--- src/rtl/cpu_pkg.sv ---
// Shared CPU definitions: sequencer FSM states, PC width default and decoder opcode/format constants.
package cpu_pkg;

  localparam int unsigned PcWDefault = 16;

  // Encodings are visible on state_o, so they are fixed explicitly.
  typedef enum logic [1:0] {
    StIdle  = 2'b00,
    StRun   = 2'b01,
    StHalt  = 2'b10,
    StFault = 2'b11
  } seq_state_e;

  // Instruction format: [15:12] opcode, [11:0] operand / jump label.
  localparam int unsigned InstrW   = 16;
  localparam int unsigned OpcodeW  = 4;
  localparam int unsigned OperandW = InstrW - OpcodeW;
  localparam int unsigned OpcodeLsb = OperandW;

  localparam logic [OpcodeW-1:0] OpNop  = 4'h0;
  localparam logic [OpcodeW-1:0] OpLoad = 4'h1;
  localparam logic [OpcodeW-1:0] OpStor = 4'h2;
  localparam logic [OpcodeW-1:0] OpAdd  = 4'h3;
  localparam logic [OpcodeW-1:0] OpSub  = 4'h4;
  localparam logic [OpcodeW-1:0] OpCmp  = 4'h5;
  localparam logic [OpcodeW-1:0] OpJmp  = 4'h8;
  localparam logic [OpcodeW-1:0] OpBne  = 4'h9;
  localparam logic [OpcodeW-1:0] OpBeq  = 4'hA;
  localparam logic [OpcodeW-1:0] OpBlt  = 4'hB;
  localparam logic [OpcodeW-1:0] OpHalt = 4'hF;

  function automatic logic is_branch_op(logic [OpcodeW-1:0] op);
    return (op == OpBne) || (op == OpBeq) || (op == OpBlt);
  endfunction

endpackage

--- src/rtl/pc_next.sv ---
// Combinational next-PC selection: halt > jump > taken branch > increment, with PC_LIMIT checking.
module pc_next import cpu_pkg::*; #(
  parameter int unsigned     PC_W     = PcWDefault,
  parameter logic [PC_W-1:0] PC_LIMIT = PC_W'(16'hFFFF)
) (
  input  logic [PC_W-1:0] pc_i,
  input  logic            halt_i,
  input  logic            jump_i,
  input  logic            branch_i,
  input  logic            cond_i,
  input  logic [PC_W-1:0] target_i,
  output logic [PC_W-1:0] pc_o,
  output logic            halt_o,
  output logic            fault_o
);

  logic take_target;
  assign take_target = jump_i | (branch_i & cond_i);

  always_comb begin
    pc_o    = pc_i;
    halt_o  = 1'b0;
    fault_o = 1'b0;
    if (halt_i) begin
      halt_o = 1'b1;
    end else if (take_target) begin
      if (target_i > PC_LIMIT) begin
        fault_o = 1'b1;
      end else begin
        pc_o = target_i;
      end
    end else if (pc_i >= PC_LIMIT) begin
      // Running off the end of the program never wraps.
      fault_o = 1'b1;
    end else begin
      pc_o = pc_i + PC_W'(1);
    end
  end

endmodule

--- src/rtl/pc_sequencer.sv ---
// Program counter sequencer: IDLE/RUN/HALT/FAULT FSM and PC register.
// Optional RUN cycle counter on cycle_cnt_o when PC_CYCLE_COUNT_EN is defined.
module pc_sequencer import cpu_pkg::*; #(
  parameter int unsigned     PC_W     = PcWDefault,
  parameter logic [PC_W-1:0] RESET_PC = '0,
  parameter logic [PC_W-1:0] PC_LIMIT = PC_W'(16'hFFFF)
) (
  input  logic            clk,
  input  logic            reset,
  input  logic            start,
  input  logic            stall,
  input  logic            halt_i,
  input  logic            jump_i,
  input  logic            branch_i,
  input  logic            cond_i,
  input  logic [PC_W-1:0] target_i,
  output logic [PC_W-1:0] pc_o,
  output logic            fetch_valid_o,
  output logic            done_o,
  output logic            fault_o,
`ifdef PC_CYCLE_COUNT_EN
  output logic [15:0]     cycle_cnt_o,
`endif
  output logic [1:0]      state_o
);

  seq_state_e      state_q, state_d;
  logic [PC_W-1:0] pc_q, pc_d;
  logic [PC_W-1:0] nxt_pc;
  logic            nxt_halt;
  logic            nxt_fault;
  logic            start_accept;

  pc_next #(
    .PC_W     (PC_W),
    .PC_LIMIT (PC_LIMIT)
  ) u_pc_next (
    .pc_i     (pc_q),
    .halt_i   (halt_i),
    .jump_i   (jump_i),
    .branch_i (branch_i),
    .cond_i   (cond_i),
    .target_i (target_i),
    .pc_o     (nxt_pc),
    .halt_o   (nxt_halt),
    .fault_o  (nxt_fault)
  );

  always_comb begin
    state_d      = state_q;
    pc_d         = pc_q;
    start_accept = 1'b0;
    unique case (state_q)
      StRun: begin
        if (!stall) begin
          pc_d = nxt_pc;
          if (nxt_halt) begin
            state_d = StHalt;
          end else if (nxt_fault) begin
            state_d = StFault;
          end
        end
      end
      StIdle, StHalt, StFault: begin
        if (start) begin
          start_accept = 1'b1;
          state_d      = StRun;
          pc_d         = RESET_PC;
        end
      end
      default: state_d = StIdle;
    endcase
  end

  always_ff @(posedge clk) begin
    if (reset) begin
      state_q <= StIdle;
      pc_q    <= RESET_PC;
    end else begin
      state_q <= state_d;
      pc_q    <= pc_d;
    end
  end

`ifdef PC_CYCLE_COUNT_EN
  logic [15:0] cnt_q, cnt_d;

  always_comb begin
    cnt_d = cnt_q;
    if (start_accept) begin
      cnt_d = '0;
    end else if ((state_q == StRun) && (cnt_q != 16'hFFFF)) begin
      cnt_d = cnt_q + 16'd1;
    end
  end

  always_ff @(posedge clk) begin
    if (reset) begin
      cnt_q <= '0;
    end else begin
      cnt_q <= cnt_d;
    end
  end

  assign cycle_cnt_o = cnt_q;
`endif

  assign pc_o          = pc_q;
  assign state_o       = state_q;
  assign fetch_valid_o = (state_q == StRun);
  assign done_o        = (state_q == StHalt);
  assign fault_o       = (state_q == StFault);

endmodule
--- config.mk ---
export PLATFORM = sky130hd
export DESIGN_NAME = pc_sequencer
export DESIGN_NICKNAME = d
export VERILOG_FILES = /design/src/rtl/cpu_pkg.sv /design/src/rtl/pc_next.sv /design/src/rtl/pc_sequencer.sv
export SDC_FILE = /design/constraint.sdc
export NUM_CORES = 1
export LEC_CHECK = 0
export BUFFER_PORTS_ARGS = -buffer_cell sky130_fd_sc_hd__buf_2
export CORE_AREA = 2 2 57 59
export DETAILED_ROUTE_END_ITERATION = 8
export DIE_AREA = 0 0 59 61
export GPL_TIMING_DRIVEN = 0
export PLACE_DENSITY = 0.74
export SYNTH_ARGS = -nofsm -noshare
export SYNTH_HDL_FRONTEND = slang
export SYNTH_SLANG_ARGS = --single-unit
export TNS_END_PERCENT = 20
--- constraint.sdc ---
create_clock -name clk -period 2 [get_ports clk]
set_clock_uncertainty 0.05 [all_clocks]
set_input_delay 0.1 -clock clk [delete_from_list [all_inputs] [get_ports clk]]
set_output_delay 0.1 -clock clk [all_outputs]
set_load 0.01 [all_outputs]
==> impl_results.md <==
* Status: completed
* CP Cell Sequence: or4b_4 -> a21boi_4 -> a21oi_4 -> buf_4 -> a21oi_1 -> a211oi_1
* Critical R2R Launch: state_o[1]$_SDFFE_PP0P_
* FMAX at approximately 500 MHz
* Share of the synthesized area in the top cell type at 28.02%
* Rel. slew slack at approximately two thirds
* Prevailing post-synth register cell: dfxtp_1
* CP endpoint kind: flip-flop
* Area post-placement at around 1600 um2
* DR DRC count at 0
* TritonRoute pass-1 iters at 4
* Die Span X at a little under 60 um
* CP Class: flip-flop to flip-flop
* RSZ-0062 raised after global routing: no
* Nets at between 200 and 250
* Clock period minus worst slack at slightly below 2 ns
* Worst hold slack at about 0.013 ns
* First-pass GRT wire length at about 5700 um
* I/O pin count at 45
* HP Class: input pin to flip-flop
* Root Buffer: clkbuf_4
* Seq/Total Area, Yosys at between 20% and 30%
* H-tree depth at 1
* Grt total ovfl at 0
* Antenna cells at 0
* Worst vdd ir at between 0.0002 and 0.00025 V
* CTS sink cnt at 18
* CP arrival at 2.10 ns
* Max-cap viol count at 0
* Most instantiated cells after synthesis: nand2_1, dfxtp_1, nor2_1
* Synth Instances at between 150 and 200
* Post-synth EDFFs at 0
* Hold Path End: state_o[0]$_SDFFE_PP0P_
* CP Data Required Time at about 2.2 ns
* Syn. warnings at 0
* Crit path buf inv count at 1
* FP Rows at 20
* Total GRT Usage at slightly above 20%
* Slowest stage cell, crit path: or4b_4
* Worst skew pair latency at approximately 0.29 ns
* Final hold violation count at 0
* Design Area, Final at about 1700 um2
* Fin. max-slew vios at 0
* Via Count at ~1400
* Leakage at about 0.00068 uW
* Initial DRC Count at 46
* Post-synth ARST share at 0%
* Most common cell in the netlist: nand2_1
* Die H at 61 um
* Setup-failing EPs final at 0
* Synth cell types at roughly 50
* Cell area after synthesis at roughly 1300 um2
* Pre-CTS setup slack at -0.06578 ns
* R2r setup slk at ~0.058 ns
* CTS buffer count at 3
* CTS max path bufs at 2
* Min setup slack post-route at 0.05803 ns
* Layout cell share with drive strength beyond 1 at between 30% and 40%
* Cell taking the most area after synthesis: dfxtp_1
* Crit-path max cell delay at about 0.57 ns
* DP HPWL at roughly 2600 um
* Fin crit share at a little over nine tenths
* Mapped Nets at 184
* Reg2Reg Capture Point: pc_o[4]$_SDFFE_PP0P_
* Vias in the first global route at ~1200
* Crit path max fanout at 8
* Buffers on Ports at 44
* Vias/cell at roughly 5.8
* Worst slew pin tran at 0.4975 ns
* DIE AREA at between 3000 and 4000 um2
* PD cells at roughly 440 nW/um2
* Area Overhead vs Synth at 31.42%
* Worst Hold Launch: stall
* Synth Register Bits at 18
* Avg Cell Area, Syn at 8.090 um2
* CP delay by family, top: compound AO/OA/AOI/OAI gates
* Post-Route WL at around 3500 um
* Clock slew at reported path FFs at about 0.11 ns
* DRT antenna net count at 0
* Number of antenna violations at the first check in global routing at 0
* Synth area leaders: dfxtp_1, nand2_1, o21ai_0
* TritonCTS clock tree: done
* Total power at between 700 and 800 uW
* Startpoint Class: flip-flop
* Core Region at 2953 um2
* Routed len/inst at around 14 um
* Global placement routability congestion at between 0.8 and 0.9
* Largest net degree at the start of global routing at 11
* Worst r2r path cells at 6
* Initial core utilization at 43.56%
* Hold path cells at 3
-- timing repair --
| action | in CTS | in global routing |
|---|---|---|
| resized for setup | 6 | 10 |
| pin swaps | 1 | 2 |
| endpoints found under the hold margin | 2 | 0 |
| buffers inserted | 2 | 2 |
| hold buffers | 2 | 0 |
| setup endpoints to repair | 10 | 12 |
-- metal layers --
layer / up-vias / GRT usage (%) / wire (um)
met2: 52 / 34.44 / 1636
met5: - / 0 / 0
met4: 0 / 6.494 / 32
met1: 648 / 27.07 / 1587
met3: 4 / 4.264 / 253
li1: 715 / - / -
-- worst min-delay path: cells and delay by family --
family                 cells  cell delay, ns
AO/OA/AOI/OAI              1            0.07
buffers and inverters      2            0.16
-- kinds of logic (layout without fill, tap and decap cells) --
group	after synthesis	after routing	share of synthesized area [%]
DFF	18	18	28.02
buffers and inverters	16	69	5.934
xor gates and xnor gates	6	6	4.086
AOI/OAI and AO/OA	50	50	31.62
and+or+nand+nor	65	65	27.04
muxes	3	3	2.335
adders and majority gates	1	1	0.9726
-- metrics by stage --
step                setup TNS, ns  utilization [%]  cells
global route                    0            57.25    245
global placement          -0.3539            52.92    236
detailed placement        -0.3817            52.92    236
finish                          0            57.25    245
floorplan                       0                -    159
CTS                             0            55.47    243
-- layout by cell type, fill, tap and decap left out, types with 5 or more instances in the layout --
master     n
nor2_1    12
dfxtp_1   13
inv_1      5
buf_4      6
clkbuf_4   5
buf_2     44
nand4_1    6
nand2_1   23
clkbuf_1   5
o21ai_0   10
-- area by class of cell --
class	instances	area [um2]
timing repair buffer	50	270.3
clock buffer	3	22.52
inverter	5	18.77
fill	284	1262
multi-input combinational	125	900.9
buffer	11	65.06
tap	33	41.29
sequential	18	371.6
-- registers in the layout, indices dropped and copies added, names as in the netlist --
register / flops
pc_o: 16
state_o: 2
-- where the power goes --
group / switching, uW / internal, uW / leakage [uW]
sequential: 16.2 / 368 / 0.000149
clock: 117 / 70.1 / 0.0000138
combinational: 101 / 78.2 / 0.000517
total: 234 / 517 / 0.000679
-- worst max-delay path by stage --
stage	from	to	slack (ns)	depth (start not counted)
2_1_floorplan	pc_o[0]$_SDFFE_PP0P_	pc_o[7]$_SDFFE_PP0P_	0.05	6
3_3_place_gp	pc_o[0]$_SDFFE_PP0P_	pc_o[7]$_SDFFE_PP0P_	-0.07	6
3_5_place_dp	pc_o[0]$_SDFFE_PP0P_	pc_o[7]$_SDFFE_PP0P_	-0.07	6
4_1_cts	state_o[0]$_SDFFE_PP0P_	pc_o[11]$_SDFFE_PP0P_	0.02	5
5_1_grt	pc_o[7]$_SDFFE_PP0P_	pc_o[14]$_SDFFE_PP0P_	0.0004	7
6_report	state_o[1]$_SDFFE_PP0P_	pc_o[4]$_SDFFE_PP0P_	0.06	6
No activity file was read; power rests on OpenSTA's default activity.
